## config.mk

```make
export PLATFORM = sky130hd
export DESIGN_NAME = pipe_hazard_ctrl_flat
export DESIGN_NICKNAME = d
export VERILOG_FILES = /design/src/rtl/pipe_hazard_ctrl_if.sv /design/src/rtl/pipe_hazard_ctrl.sv /design/src/flat_wrapper.sv
export SDC_FILE = /design/constraint.sdc
export NUM_CORES = 1
export LEC_CHECK = 0
export BUFFER_PORTS_ARGS = -buffer_cell sky130_fd_sc_hd__buf_4
export CORE_UTILIZATION = 40
export DETAILED_ROUTE_END_ITERATION = 12
export PLACE_DENSITY = 0.66
export RECOVER_POWER = 100
export SYNTH_ARGS = -nofsm -noshare
export SYNTH_HDL_FRONTEND = slang
export SYNTH_SLANG_ARGS = --single-unit
export TNS_END_PERCENT = 5
```

## constraint.sdc

```tcl
create_clock -name clk -period 5.3 [get_ports clk]
set_clock_uncertainty 0.15 [all_clocks]
set_input_delay 0.265 -clock clk [delete_from_list [all_inputs] [get_ports clk]]
set_output_delay 0.265 -clock clk [all_outputs]
set_load 0.1 [all_outputs]
```

## src/rtl/pipe_hazard_ctrl_if.sv

```systemverilog
// Pipeline <-> hazard controller signal bundle: busy indications, decode/execute
// hazard info and redirect requests in; per-stage hold/bubble controls and PC redirect out.
interface pipe_hazard_ctrl_if #(
    parameter int CNT_W = 32,
    parameter int PC_W  = 64
);
    logic             if_busy;
    logic             mem_busy;
    logic             id_valid;
    logic [4:0]       id_rs1;
    logic [4:0]       id_rs2;
    logic             id_use_rs1;
    logic             id_use_rs2;
    logic             ex_valid;
    logic             ex_is_load;
    logic [4:0]       ex_dst;
    logic             ex_redirect;
    logic [PC_W-1:0]  ex_target;

    logic             stall_f;
    logic             stall_d;
    logic             stall_e;
    logic             stall_m;
    logic             flush_d;
    logic             flush_e;
    logic             flush_w;
    logic             pc_redirect;
    logic [PC_W-1:0]  pc_target;
    logic             busy_wait;
    logic [CNT_W-1:0] perf_stall_cnt;
    logic [CNT_W-1:0] perf_redir_cnt;

    // Pipeline side
    modport master (
        output if_busy, mem_busy, id_valid, id_rs1, id_rs2, id_use_rs1, id_use_rs2,
               ex_valid, ex_is_load, ex_dst, ex_redirect, ex_target,
        input  stall_f, stall_d, stall_e, stall_m, flush_d, flush_e, flush_w,
               pc_redirect, pc_target, busy_wait, perf_stall_cnt, perf_redir_cnt
    );

    // Hazard controller side
    modport slave (
        input  if_busy, mem_busy, id_valid, id_rs1, id_rs2, id_use_rs1, id_use_rs2,
               ex_valid, ex_is_load, ex_dst, ex_redirect, ex_target,
        output stall_f, stall_d, stall_e, stall_m, flush_d, flush_e, flush_w,
               pc_redirect, pc_target, busy_wait, perf_stall_cnt, perf_redir_cnt
    );
endinterface

```

## src/rtl/pipe_hazard_ctrl.sv

```systemverilog
// Stall/flush sequencer for the 5-stage pipeline; controls are combinational (0 cycles) from state+inputs.
// Memory busy freezes the whole pipe; a redirect arriving during an outstanding fetch is deferred until it returns.
module pipe_hazard_ctrl #(
    parameter int CNT_W = 32,
    parameter int PC_W  = 64
) (
    input  logic             clk,
    input  logic             reset,
    pipe_hazard_ctrl_if.slave bus
);
    typedef enum logic [0:0] {RUN, WAIT_FETCH} state_t;

    state_t           state;
    state_t           state_nxt;
    logic [PC_W-1:0]  pend_pc;
    logic [PC_W-1:0]  pend_nxt;
    logic [CNT_W-1:0] stall_cnt;
    logic [CNT_W-1:0] redir_cnt;
    logic             redir_inc;
    logic             load_use;

    logic             stall_f;
    logic             stall_d;
    logic             stall_e;
    logic             stall_m;
    logic             flush_d;
    logic             flush_e;
    logic             flush_w;
    logic             pc_redirect;
    logic [PC_W-1:0]  pc_target;

    // A load writing x0 produces nothing to wait for.
    assign load_use = bus.ex_valid && bus.ex_is_load && (bus.ex_dst != 5'd0) && bus.id_valid &&
                      ((bus.id_use_rs1 && (bus.id_rs1 == bus.ex_dst)) ||
                       (bus.id_use_rs2 && (bus.id_rs2 == bus.ex_dst)));

    always_comb begin
        stall_f     = 1'b0;
        stall_d     = 1'b0;
        stall_e     = 1'b0;
        stall_m     = 1'b0;
        flush_d     = 1'b0;
        flush_e     = 1'b0;
        flush_w     = 1'b0;
        pc_redirect = 1'b0;
        pc_target   = '0;
        redir_inc   = 1'b0;
        state_nxt   = state;
        pend_nxt    = pend_pc;

        if (reset) begin
            state_nxt = RUN;
        end else if (bus.mem_busy) begin
            stall_f = 1'b1;
            stall_d = 1'b1;
            stall_e = 1'b1;
            stall_m = 1'b1;
            flush_w = 1'b1;
        end else if (state == RUN) begin
            if (bus.ex_redirect) begin
                flush_d   = 1'b1;
                flush_e   = 1'b1;
                redir_inc = 1'b1;
                if (bus.if_busy) begin
                    // Wrong-path fetch still in flight: park the target until it returns.
                    stall_f   = 1'b1;
                    pend_nxt  = bus.ex_target;
                    state_nxt = WAIT_FETCH;
                end else begin
                    pc_redirect = 1'b1;
                    pc_target   = bus.ex_target;
                end
            end else if (load_use) begin
                stall_f = 1'b1;
                stall_d = 1'b1;
                flush_e = 1'b1;
            end else if (bus.if_busy) begin
                stall_f = 1'b1;
                flush_d = 1'b1;
            end
        end else begin
            flush_d = 1'b1;
            if (bus.if_busy) begin
                stall_f = 1'b1;
                if (bus.ex_redirect) begin
                    pend_nxt  = bus.ex_target;
                    redir_inc = 1'b1;
                end
            end else begin
                pc_redirect = 1'b1;
                pc_target   = pend_pc;
                state_nxt   = RUN;
            end
        end
    end

    always_ff @(posedge clk or posedge reset) begin
        if (reset) begin
            state     <= RUN;
            pend_pc   <= '0;
            stall_cnt <= '0;
            redir_cnt <= '0;
        end else begin
            state     <= state_nxt;
            pend_pc   <= pend_nxt;
            stall_cnt <= stall_cnt + {{(CNT_W-1){1'b0}}, stall_f};
            redir_cnt <= redir_cnt + {{(CNT_W-1){1'b0}}, redir_inc};
        end
    end

    assign bus.stall_f        = stall_f;
    assign bus.stall_d        = stall_d;
    assign bus.stall_e        = stall_e;
    assign bus.stall_m        = stall_m;
    assign bus.flush_d        = flush_d;
    assign bus.flush_e        = flush_e;
    assign bus.flush_w        = flush_w;
    assign bus.pc_redirect    = pc_redirect;
    assign bus.pc_target      = pc_target;
    assign bus.busy_wait      = !reset && (state == WAIT_FETCH);
    assign bus.perf_stall_cnt = reset ? '0 : stall_cnt;
    assign bus.perf_redir_cnt = reset ? '0 : redir_cnt;
endmodule

```

## src/flat_wrapper.sv

```systemverilog
// flat-port wrapper written by rule: the top's interface ports become plain ports
module pipe_hazard_ctrl_flat 
#(
    parameter int CNT_W = 32,
    parameter int PC_W  = 64
)
  (clk, reset, bus_if_busy, bus_mem_busy, bus_id_valid, bus_id_rs1, bus_id_rs2, bus_id_use_rs1, bus_id_use_rs2, bus_ex_valid, bus_ex_is_load, bus_ex_dst, bus_ex_redirect, bus_ex_target, bus_stall_f, bus_stall_d, bus_stall_e, bus_stall_m, bus_flush_d, bus_flush_e, bus_flush_w, bus_pc_redirect, bus_pc_target, bus_busy_wait, bus_perf_stall_cnt, bus_perf_redir_cnt);
  pipe_hazard_ctrl_if #(.CNT_W(CNT_W), .PC_W(PC_W)) bus_i ();
  input  logic clk;
  input  logic reset;
  input wire logic [$bits(bus_i.if_busy)-1:0] bus_if_busy;
  input wire logic [$bits(bus_i.mem_busy)-1:0] bus_mem_busy;
  input wire logic [$bits(bus_i.id_valid)-1:0] bus_id_valid;
  input wire logic [$bits(bus_i.id_rs1)-1:0] bus_id_rs1;
  input wire logic [$bits(bus_i.id_rs2)-1:0] bus_id_rs2;
  input wire logic [$bits(bus_i.id_use_rs1)-1:0] bus_id_use_rs1;
  input wire logic [$bits(bus_i.id_use_rs2)-1:0] bus_id_use_rs2;
  input wire logic [$bits(bus_i.ex_valid)-1:0] bus_ex_valid;
  input wire logic [$bits(bus_i.ex_is_load)-1:0] bus_ex_is_load;
  input wire logic [$bits(bus_i.ex_dst)-1:0] bus_ex_dst;
  input wire logic [$bits(bus_i.ex_redirect)-1:0] bus_ex_redirect;
  input wire logic [$bits(bus_i.ex_target)-1:0] bus_ex_target;
  output wire logic [$bits(bus_i.stall_f)-1:0] bus_stall_f;
  output wire logic [$bits(bus_i.stall_d)-1:0] bus_stall_d;
  output wire logic [$bits(bus_i.stall_e)-1:0] bus_stall_e;
  output wire logic [$bits(bus_i.stall_m)-1:0] bus_stall_m;
  output wire logic [$bits(bus_i.flush_d)-1:0] bus_flush_d;
  output wire logic [$bits(bus_i.flush_e)-1:0] bus_flush_e;
  output wire logic [$bits(bus_i.flush_w)-1:0] bus_flush_w;
  output wire logic [$bits(bus_i.pc_redirect)-1:0] bus_pc_redirect;
  output wire logic [$bits(bus_i.pc_target)-1:0] bus_pc_target;
  output wire logic [$bits(bus_i.busy_wait)-1:0] bus_busy_wait;
  output wire logic [$bits(bus_i.perf_stall_cnt)-1:0] bus_perf_stall_cnt;
  output wire logic [$bits(bus_i.perf_redir_cnt)-1:0] bus_perf_redir_cnt;
  assign bus_i.if_busy = bus_if_busy;
  assign bus_i.mem_busy = bus_mem_busy;
  assign bus_i.id_valid = bus_id_valid;
  assign bus_i.id_rs1 = bus_id_rs1;
  assign bus_i.id_rs2 = bus_id_rs2;
  assign bus_i.id_use_rs1 = bus_id_use_rs1;
  assign bus_i.id_use_rs2 = bus_id_use_rs2;
  assign bus_i.ex_valid = bus_ex_valid;
  assign bus_i.ex_is_load = bus_ex_is_load;
  assign bus_i.ex_dst = bus_ex_dst;
  assign bus_i.ex_redirect = bus_ex_redirect;
  assign bus_i.ex_target = bus_ex_target;
  assign bus_stall_f = bus_i.stall_f;
  assign bus_stall_d = bus_i.stall_d;
  assign bus_stall_e = bus_i.stall_e;
  assign bus_stall_m = bus_i.stall_m;
  assign bus_flush_d = bus_i.flush_d;
  assign bus_flush_e = bus_i.flush_e;
  assign bus_flush_w = bus_i.flush_w;
  assign bus_pc_redirect = bus_i.pc_redirect;
  assign bus_pc_target = bus_i.pc_target;
  assign bus_busy_wait = bus_i.busy_wait;
  assign bus_perf_stall_cnt = bus_i.perf_stall_cnt;
  assign bus_perf_redir_cnt = bus_i.perf_redir_cnt;
  pipe_hazard_ctrl #(.CNT_W(CNT_W), .PC_W(PC_W)) u_core (.clk(clk), .reset(reset), .bus(bus_i));
endmodule
```

==> results by group, run 1 <==
Yosys
  • Top_reg_cell synth: dfrtp_1
  • Post-synth top area share: 48.23%
  • Post-Synthesis Mean Instance Area: 10.64 um^2
  • Syn Std Cell Area: 6693 um^2
  • Area leader, netlist: dfrtp_1
  • Top cells by area, synth: dfrtp_1 (48%), mux2_2 (11%), a22oi_1 (7.2%)
  • Cells after Synth: roughly 630
  • Most frequent cells after synthesis: dfrtp_1 (129), nor2_1 (82), a22oi_1 (64), mux2_2 (64), nor2b_1 (64)
  • Yosys reg bits: ~130
  • Top-count cell post-synth: dfrtp_1
  • Synth Net Count: ~720
  • EDFF count, synth: 0
  • Post-synth ARST share: 100.0%
  • Synth Warn #: 0
  • Sequential area share after synthesis: between 40% and 50%
  • Distinct cell type count after synthesis: 41

Critical path
  • CP cell instances: buf_4, clkinvlp_2, clkbuf_2, and4_2, buf_4, mux2_2
  • Most numerous cell on the critical path: buf_4
  • CP max FO: 82
  • Setup CP Type: in -> reg
  • CP bufs+invs: 4
  • Delay-heaviest family, CP: buffers and inverters
  • Critical Path End Type: flop
  • Max stage delay on crit path: between 1000 and 1500 ps
  • Critical Path RT: about 5400 ps
  • CP Launch Type: input pin
  • CP max stage cell: clkbuf_2
  • CP Data Arrival Time: between 3000 and 4000 ps

Placement
  • I/O Buffers: 225
  • Area of placed instances: around 8600 um^2
  • Hpwl dp: 11930 um
  • GP Congestion: roughly 0.84
  • Placed cell count: roughly 1000

Outcome
  • Failing checks: capacitance limit, slew limit
  • Outcome: finished with violations

Die
  • Die width: between 100 and 150 um
  • Core Rows: 46
  • Die Height: 131.4 um
  • Number of I/O pins: 226
  • Initial Util: 41.53%
  • Die area: about 17000 um^2
  • Core Box Area: ~16000 um^2

Routing
  • Drt pass-1 iters: 4
  • Final ANT Viol Nets: 0
  • Vias per cell: roughly 5.1
  • Detailed Route WL: between 15000 and 20000 um
  • WL per Instance: 15.86 um
  • Drt drc: 0
  • Detailed Route Iter0 Violations: about 200
  • Vias: between 5000 and 6000

Clock network
  • Clock sinks: ~130
  • CTS tree: yes
  • Clk buf depth: 2
  • Root Driver: clkbuf_16
  • Clk_lat worst skew: approximately 410 ps
  • H-Tree Depth: 4
  • Clk slew on worst S/H paths: 60 ps
  • Num CTS Buffers: 17

STA
  • Final-report setup violation count: 0
  • Post-route setup TNS: 0 ps
  • Fin. max-slew vios: 83
  • Worst-margin pin slew: 2048 ps
  • Endpoints failing hold: 0
  • Post-route minimum period: between 3000 and 4000 ps
  • Headroom to the max-slew limit: -36.50%
  • Hold Slack: 35.15 ps
  • RSZ-0062 raised after global routing: false
  • Final period util: a little over two thirds
  • F_max: 0.2677 GHz

Global route
  • Gr ovfl total: 0
  • Vias in the first global route: 5793
  • First-pass GRT wire length: between 20000 and 30000 um
  • Pin count of the biggest net entering global routing: 83
  • Overall Global Routing Usage: 20.94%
  • Initial antenna violation count: 0

Min path
  • Worst hold path type: in -> reg

Pwr
  • Final Power: about 3.1 mW
  • Worst ir drop on vdd: ~0.00027 V
  • Leak Pwr: between 3 and 4 nW
  • Power Dens Cells: between 300 and 400 nW/um^2

Layout
  • N_diodes: 0
  • Final std cells w/o fill: ~1100
  • Fin nets: between 900 and 1000
  • Area Overhead vs Synth: 37.48%
  • Final instance area: between 9000 and 10000 um^2
  • Share of layout cells above drive strength 1: a little over a fifth

Job
  • Max-cap violation count: 1
## layout make-up
cell class / instances / area, um^2
clock buffers: 21 / 460.4
clock inverters: 11 / 160.2
fillers: 1516 / 6914
inverters: 6 / 23.77
multi-input cells: 456 / 3202
flip-flops and latches: 129 / 3228
well taps: 216 / 270.3
repair buffers: 295 / 1857
## cell usage in the layout, fill, tap and decap left out, types with 2 or more instances in the layout
cell type        n
nor2_1          82
nor2b_1         64
nor4_1           7
clkbuf_16       17
nand3_1         24
bufinv_16        4
clkbuf_2         3
xnor2_1         42
nand2_1         24
ha_1             4
clkbuf_8         2
mux2_1           2
clkinvlp_4       2
dfrtp_1        129
dlygate4sd3_1   64
mux2_2          62
nor3_1           8
clkinv_2         5
and3_1           7
inv_1            5
nand4_2          2
buf_4           92
or4_1            2
xor2_1          28
a22oi_1         64
and4_1           4
nand4_1         11
a21oi_1          4
clkbuf_1       138
## worst min-delay path: stages
cell and delay, ps:
buf_4 90, nor2_1 40, nor3_1 150
## registers in the layout, indices dropped and copies added (netlist names)
signal	cells
u_core.state	1
u_core.stall_cnt	32
u_core.pend_pc	64
u_core.redir_cnt	32
## repair_timing
action,in CTS,in global routing
hold buffers,64,0
endpoints found under the hold margin,64,0
buffers inserted,0,0
gates resized for setup,0,0
## routing by layer
layer  share of wire, %  track usage, %  vias up
met5                  0               0        -
li1                   -               -     2739
met4                1.9           8.850        0
met3                7.4           6.983       31
met2                 48           33.75      192
met1                 43           25.59     2866
## path summary, 6_finish.rpt
kind | end | cells after the start | slack, ps | startpoint
hold reg to reg | u_core.redir_cnt[31] | 1 | 320 | u_core.redir_cnt[31]
setup / recovery | u_core.pend_pc[8] | 6 | 1560 | reset
setup reg to reg | u_core.stall_cnt[16] | 9 | 1760 | u_core.state
max in group asynchronous | u_core.pend_pc[10] | 4 | 1990 | reset
hold / removal | u_core.state | 3 | 40 | bus_mem_busy
min in group asynchronous | u_core.stall_cnt[0] | 3 | 840 | reset
## cells by family (layout without fill, tap and decap cells)
logic type	Yosys count	in the layout	share of synthesized area, %
AOI/OAI and AO/OA	72	72	7.927
xor gates and xnor gates	70	70	9.161
adders and majority gates	4	4	0.7478
buffers and inverters	44	333	2.711
DFF	129	129	48.23
muxes	64	64	10.77
and+or+nand+nor	246	246	20.45
## metrics by stage
step | util (%) | setup slack [ps]
3_5_place_dp | 53.11 | 1668
4_1_cts | 60.93 | 2094
5_1_grt | 57.10 | 1090
3_3_place_gp | 53.11 | 1752
6_report | 57.10 | 1565
2_1_floorplan | - | 593.4
## report_power, final
group | leakage (nW) | internal (mW) | switching (mW) | total, mW
clock | 0.303 | 0.808 | 0.426 | 1.23
sequential | 1.65 | 1.13 | 0.111 | 1.25
combinational | 1.95 | 0.231 | 0.440 | 0.670
Note: power is estimated with default switching activity, not from simulation.
==> inputs of run 2 (changes only) <==
==> constraint.sdc (replaced) <==
create_clock -name clk -period 3.5 [get_ports clk]
set_clock_uncertainty 0.15 [all_clocks]
set_input_delay 0.175 -clock clk [delete_from_list [all_inputs] [get_ports clk]]
set_output_delay 0.175 -clock clk [all_outputs]
set_load 0.1 [all_outputs]
==> run 2 against run 1 <==
Against the previous run: cell count up 0.53%; count of clock-buffer cells in the layout down 4; largest cell class is now multi-input combinational cells; global-route usage up 1.2 points; hold slack better by 54 ps; core utilization up 1.7 points; die area unchanged; via count up 0.55%; register-to-register slack worse by 1200 ps; sequential power up 51%; setup slack worse by 1200 ps; the run now ends clean.
==> results by group, run 2 (synthesized netlist as in run 1, its figures left out) <==
Layout
  • Leading cell types in the layout, fill and taps excluded: clkbuf_2 (132), dfrtp_1 (129), buf_4 (92), dlygate4sd3_1 (66)
  • Commonest non-fill, non-tap cell in the layout: clkbuf_2
  • Area Overhead vs Synth: 41.63%
  • Biggest register: u_core.pend_pc
  • Area of the multi-input gates: ~3300 um^2
  • Share of layout cells above drive strength 1: between 30% and 40%
  • Largest register FFs: 64
  • Fillers: 1436
  • Top flop regs: u_core.pend_pc (64), u_core.redir_cnt (32), u_core.stall_cnt (32)
  • Fin nets: approximately 1000
  • Register area: approximately 3200 um^2

Critical path
  • Setup CP Type: in -> reg
  • CP Data Arrival Time: about 3300 ps
  • R2r setup slk: approximately 550 ps
  • Critical Path End Type: flop
  • Critical Path RT: 3650 ps
  • CP max stage cell: buf_2
  • Max stage delay on crit path: approximately 960 ps
  • R2R cell count: 8
  • CP cell instances: dlygate4sd3_1, clkbuf_1, clkinvlp_2, and4_1, buf_2, mux2_2
  • CP Launch Type: input pin
  • CP max FO: 46
  • Reg2reg start: u_core.state
  • R2r endpoint: u_core.redir_cnt[28]

Pwr
  • Int Pwr: 3.070 mW
  • Combinational share of power: a little under a quarter
  • Switching portion of total power: roughly 33%
  • Worst ir drop on vdd: 0.0003146 V
  • Switching pwr: 1.539 mW
  • Leak Pwr: approximately 4.4 nW
  • Part of the power in registers: between 40 and 50%
  • Clock power frac: 36.3%
  • Power Dens Cells: about 500 nW/um^2
  • Final Power: about 4.6 mW

STA
  • F_max: between 0.3 and 0.4 GHz
  • Post-route setup TNS: 0 ps
  • RSZ-0062 raised after global routing: false
  • Worst-margin pin slew: ~1300 ps
  • Hold Slack: just under 90 ps
  • Final period util: 89.81%
  • Endpoints failing hold: 0
  • Final-report setup violation count: 0
  • Post-route minimum period: around 3100 ps
  • Crit path setup slack, layout: 356.5 ps
  • Fin. max-slew vios: 0
  • Headroom to the max-slew limit: 14.50%

Clock network
  • Clk_lat worst skew: 410 ps
  • H-Tree Depth: 4
  • Clock sinks: around 130
  • Clk buf depth: 2
  • CTS Hold Bufs: 66
  • Root Driver: clkbuf_16
  • Number of setup buffers added after CTS: 0
  • Cts repair resizes: 0
  • Clk slew on worst S/H paths: roughly 60 ps
  • CTS tree: yes
  • Num CTS Buffers: 17

Min path
  • Hold endpoint: u_core.stall_cnt[0]
  • Hold depth: 4
  • Worst hold path type: in -> reg
  • Hold Startpoint: bus_mem_busy

Global route
  • Gr ovfl total: 0
  • Initial antenna violation count: 1
  • Overall Global Routing Usage: 22.17%
  • First-pass GRT wire length: slightly above 30000 um
  • Vias in the first global route: 6138
  • Pin count of the biggest net entering global routing: 81

Routing
  • Met2 routed WL: approximately 9600 um
  • Vias per cell: 5.140
  • Drt drc: 0
  • Detailed Route Iter0 Violations: about 300
  • Vias: slightly below 6000
  • WL per Instance: 16.44 um
  • Max Used Layer: met4
  • DRT met1 WL: between 7000 and 8000 um
  • DR WL met3: 729 um
  • Drt pass-1 iters: 5
  • Final ANT Viol Nets: 0
  • Detailed Route WL: ~19000 um

Placement
  • Post-Place Setup Slack: between 100 and 150 ps
  • GP Congestion: around 0.86
  • Hpwl dp: roughly 13000 um
  • I/O Buffers: about 230

Die
  • Core Box Area: roughly 16000 um^2
  • Initial Util: ~42%
  • Die Height: roughly 130 um
  • Core Rows: 46
  • Die area: about 17000 um^2
  • Number of I/O pins: approximately 230
  • Die width: 131.4 um

Outcome
  • Outcome: finished clean

Job
  • Max-cap violation count: 0
run 2: cell types whose count changed in the layout (fill, tap and decap cells not counted), moves of 3 or more:
cell	change
bufinv_16	-3
clkbuf_1	-130
clkbuf_2	+129
clkinv_4	+6
nor2_1	-20
nor2_2	+12
nor2_4	+8
run 2: critical path: cells and delay by family:
kind / cells / cell delay [ps]
multiplexers: 1 / 430
AND/OR/NAND/NOR: 1 / 810
buffers and inverters: 4 / 1840
run 2: power by group through the flow:
stage          logic, mW  clock network, mW  registers, mW
3_5_place_dp        1.04                  0           1.91
4_1_cts             1.10               1.71           1.89
2_1_floorplan      0.789                  0           1.86
3_3_place_gp        1.02                  0           1.90
6_report            1.05               1.67           1.89
5_1_grt             1.12               1.78           1.92
run 2: metrics by stage:
stage	cell area, um^2	cells	utilization [%]
floorplan	6842	629	-
detailed placement	8735	1041	54.20
global placement	8735	1041	54.20
CTS	9958	1139	61.79
finish	9479	1140	58.82
global route	9479	1140	58.82
run 2: final cells by class:
cell class | count | share of cell area (%)
inverters | 6 | 0.2508
repair buffers | 300 | 21.67
diodes | 1 | 0.02640
multi-input cells | 456 | 35.20
clock buffers | 17 | 4.488
clock inverters | 15 | 1.452
flip-flops and latches | 129 | 34.05
well taps | 216 | 2.851
run 2: worst max-delay path by stage:
stage | slack (ps) | from | to
global route | 200 | reset | u_core.pend_pc[8]
detailed placement | 120 | bus_ex_dst[3] | u_core.stall_cnt[18]
CTS | 550 | bus_ex_dst[3] | u_core.stall_cnt[18]
floorplan | -300 | reset | u_core.redir_cnt[30]
finish | 360 | reset | u_core.pend_pc[19]
global placement | 230 | bus_ex_dst[3] | u_core.stall_cnt[31]
run 2: routing by layer:
layer / GRT usage, % / vias to the layer above
met1: 25.06 / 2867
met3: 4.244 / 57
met5: 0 / -
li1: - / 2747
met2: 38.15 / 189
met4: 14.66 / 0
==> inputs of run 3 (changes only) <==
--- a/config.mk
+++ b/config.mk
@@ -6,9 +6,8 @@
 export NUM_CORES = 1
 export LEC_CHECK = 0
 export BUFFER_PORTS_ARGS = -buffer_cell sky130_fd_sc_hd__buf_4
-export CORE_UTILIZATION = 40
+export CORE_UTILIZATION = 35
 export DETAILED_ROUTE_END_ITERATION = 12
-export PLACE_DENSITY = 0.66
 export RECOVER_POWER = 100
 export SYNTH_ARGS = -nofsm -noshare
 export SYNTH_HDL_FRONTEND = slang
==> constraint.sdc (replaced) <==
create_clock -name clk -period 3.6 [get_ports clk]
set_clock_uncertainty 0.15 [all_clocks]
set_input_delay 0.18 -clock clk [delete_from_list [all_inputs] [get_ports clk]]
set_output_delay 0.18 -clock clk [all_outputs]
set_load 0.1 [all_outputs]
==> run 3 against run 2 <==
Against the previous run: the flow now finishes with violations (capacitance limit, slew limit); flip-flop and latch count is the same; design area shrank 1.0%; routed wire length shrank 3.5%; global-route usage shrank 3.1 points; cell count grew 1.4%; hold slack gained 22 ps; critical path type unchanged; critical endpoint is now u_core.stall_cnt[31]; highest routed layer unchanged.
==> results by group, run 3 (synthesized netlist as in run 1, its figures left out) <==
Outcome
  • Outcome: finished with violations
  • Failing checks: capacitance limit, slew limit

Critical path
  • CP max FO: 5
  • CP Data Arrival Time: ~3300 ps
  • Critical Path End Type: flop
  • Most numerous cell on the critical path: xor2_1
  • CP Launch Type: input pin
  • CP cell instances: clkbuf_1, xor2_1, nor4_1, a32oi_1, or4_1, a21oi_1, ha_1, nand2_1, nor4_4, nand3_1, nor3_1, xor2_1
  • Critical Path RT: about 3800 ps
  • Setup CP Type: in -> reg
  • Max stage delay on crit path: approximately 530 ps
  • CP max stage cell: or4_1

Clock network
  • Number of setup buffers added after CTS: 0
  • Num CTS Buffers: 17
  • Root Driver: clkbuf_16
  • Cts repair resizes: 0
  • CTS tree: yes
  • Clk_lat worst skew: around 410 ps
  • Clk buf depth: 2
  • Clock sinks: between 100 and 150
  • Clk slew on worst S/H paths: approximately 50 ps
  • H-Tree Depth: 4

Die
  • Die area: around 20000 um^2
  • Number of I/O pins: between 200 and 250
  • Die Height: between 100 and 150 um
  • Core Rows: 50
  • Die width: about 140 um
  • Core Box Area: roughly 19000 um^2
  • Initial Util: between 30% and 40%

Layout
  • Largest register FFs: 64
  • Leading cell types in the layout, fill and taps excluded: dfrtp_1 (129), buf_4 (89), nor2_1 (82), clkbuf_1 (75), clkbuf_2 (69)
  • Fillers: 1853
  • Share of layout cells above drive strength 1: 28.85%
  • Fin nets: 1002
  • Register area: ~3200 um^2
  • Final instance area: between 9000 and 10000 um^2
  • N_diodes: 0
  • Area Overhead vs Synth: 40.16%
  • Area of the multi-input gates: roughly 3200 um^2
  • Biggest register: u_core.pend_pc
  • Top flop regs: u_core.pend_pc (64), u_core.redir_cnt (32), u_core.stall_cnt (32)
  • Commonest non-fill, non-tap cell in the layout: dfrtp_1
  • Final design utilization: 50.15%

Global route
  • Vias in the first global route: about 6000
  • Gr ovfl total: 0
  • First-pass GRT wire length: a little under 30000 um
  • Overall Global Routing Usage: a little under a fifth
  • Pin count of the biggest net entering global routing: 69
  • Initial antenna violation count: 0

Routing
  • WL per Instance: 15.64 um
  • Vias: about 5700
  • Vias per cell: 4.946
  • Detailed Route Iter0 Violations: 233
  • Drt pass-1 iters: 4
  • Detailed Route WL: 18080 um
  • Final ANT Viol Nets: 0
  • Drt drc: 0

Pwr
  • Leak Pwr: about 4.2 nW
  • Clock power frac: between 30% and 40%
  • Combinational share of power: a little over a fifth
  • Switching portion of total power: between 30 and 40%
  • Int Pwr: between 3 and 4 mW
  • Worst ir drop on vdd: ~0.0003 V
  • Switching pwr: ~1.5 mW
  • Part of the power in registers: 39.0%
  • Power Dens Cells: between 400 and 500 nW/um^2

Job
  • Max-cap violation count: 2

Placement
  • Post-Place Setup Slack: 110.2 ps
  • I/O Buffers: around 230
  • Area of placed instances: 8631 um^2
  • Hpwl dp: around 12000 um
  • GP Congestion: roughly 0.73

STA
  • Hold Slack: 111.1 ps
  • Post-route setup TNS: 0 ps
  • Final period util: between 80% and 90%
  • Fin. max-slew vios: ~130
  • Endpoints failing hold: 0
  • Crit path setup slack, layout: 497.4 ps
  • Worst-margin pin slew: roughly 1800 ps
  • RSZ-0062 raised after global routing: false
  • Final-report setup violation count: 0
  • Post-route minimum period: just over 3000 ps
  • F_max: approximately 0.32 GHz
  • Headroom to the max-slew limit: -17.56%

Min path
  • Worst hold path type: in -> reg
run 3: cell count changes in the layout (fill, tap and decap cells not counted), moves of 2 or more:
cell / delta
clkinv_4: -4
clkbuf_1: +67
clkbuf_2: -63
clkbuf_8: +2
buf_4: -3
nor2_4: -8
bufinv_16: +3
nor2_2: -12
nor2_1: +20
run 3: power groups by stage:
| stage | registers, mW | clock network, mW | logic (mW) |
|---|---|---|---|
| 2_1_floorplan | 1.81 | 0 | 0.756 |
| 3_3_place_gp | 1.85 | 0 | 0.978 |
| 3_5_place_dp | 1.86 | 0 | 0.990 |
| 4_1_cts | 1.83 | 1.91 | 1.05 |
| 5_1_grt | 1.86 | 1.96 | 1.06 |
| 6_report | 1.83 | 1.86 | 0.990 |
run 3: layout make-up:
class	instances	share of cell area, %
clock inverter	12	1.921
sequential	129	34.41
tap	234	3.121
multi-input combinational	456	34.53
clock buffer	20	4.869
inverter	6	0.2534
timing repair buffer	299	20.89
run 3: repair_timing:
item	in CTS	in global routing
endpoints found under the setup margin	0	0
endpoints found under the hold margin	65	0
hold buffers	66	0
run 3: critical path, delay by kind of cell:
| family | cells | cell delay (ps) |
|---|---|---|
| and+or+nand+nor | 6 | 1990 |
| adders and majority gates | 1 | 220 |
| buffers and inverters | 1 | 120 |
| xor gates and xnor gates | 2 | 330 |
| AOI/OAI and AO/OA | 2 | 440 |
run 3: per-layer routing:
layer  up-vias  wire [um]  track usage [%]
li1       2758          -                -
met1      2768       7923            23.24
met2       179       8565            31.61
met3        12       1423            7.077
met4         0        167            4.974
met5         -          0                0
run 3: final timing paths:
check,start,endpoint,slack [ps],depth (start not counted)
max in group asynchronous,reset,u_core.pend_pc[6],1100,4
max reg2reg,u_core.state,u_core.stall_cnt[31],600,8
min in group asynchronous,reset,u_core.state,400,3
max,bus_ex_dst[3],u_core.stall_cnt[31],500,12
min reg2reg,u_core.redir_cnt[31],u_core.redir_cnt[31],310,1
min,bus_mem_busy,u_core.stall_cnt[0],110,4
run 3: stage by stage:
stage | total power [mW] | cells
2_1_floorplan | 2.568 | 629
3_3_place_gp | 2.828 | 1058
3_5_place_dp | 2.846 | 1058
4_1_cts | 4.787 | 1156
5_1_grt | 4.884 | 1156
6_report | 4.679 | 1156
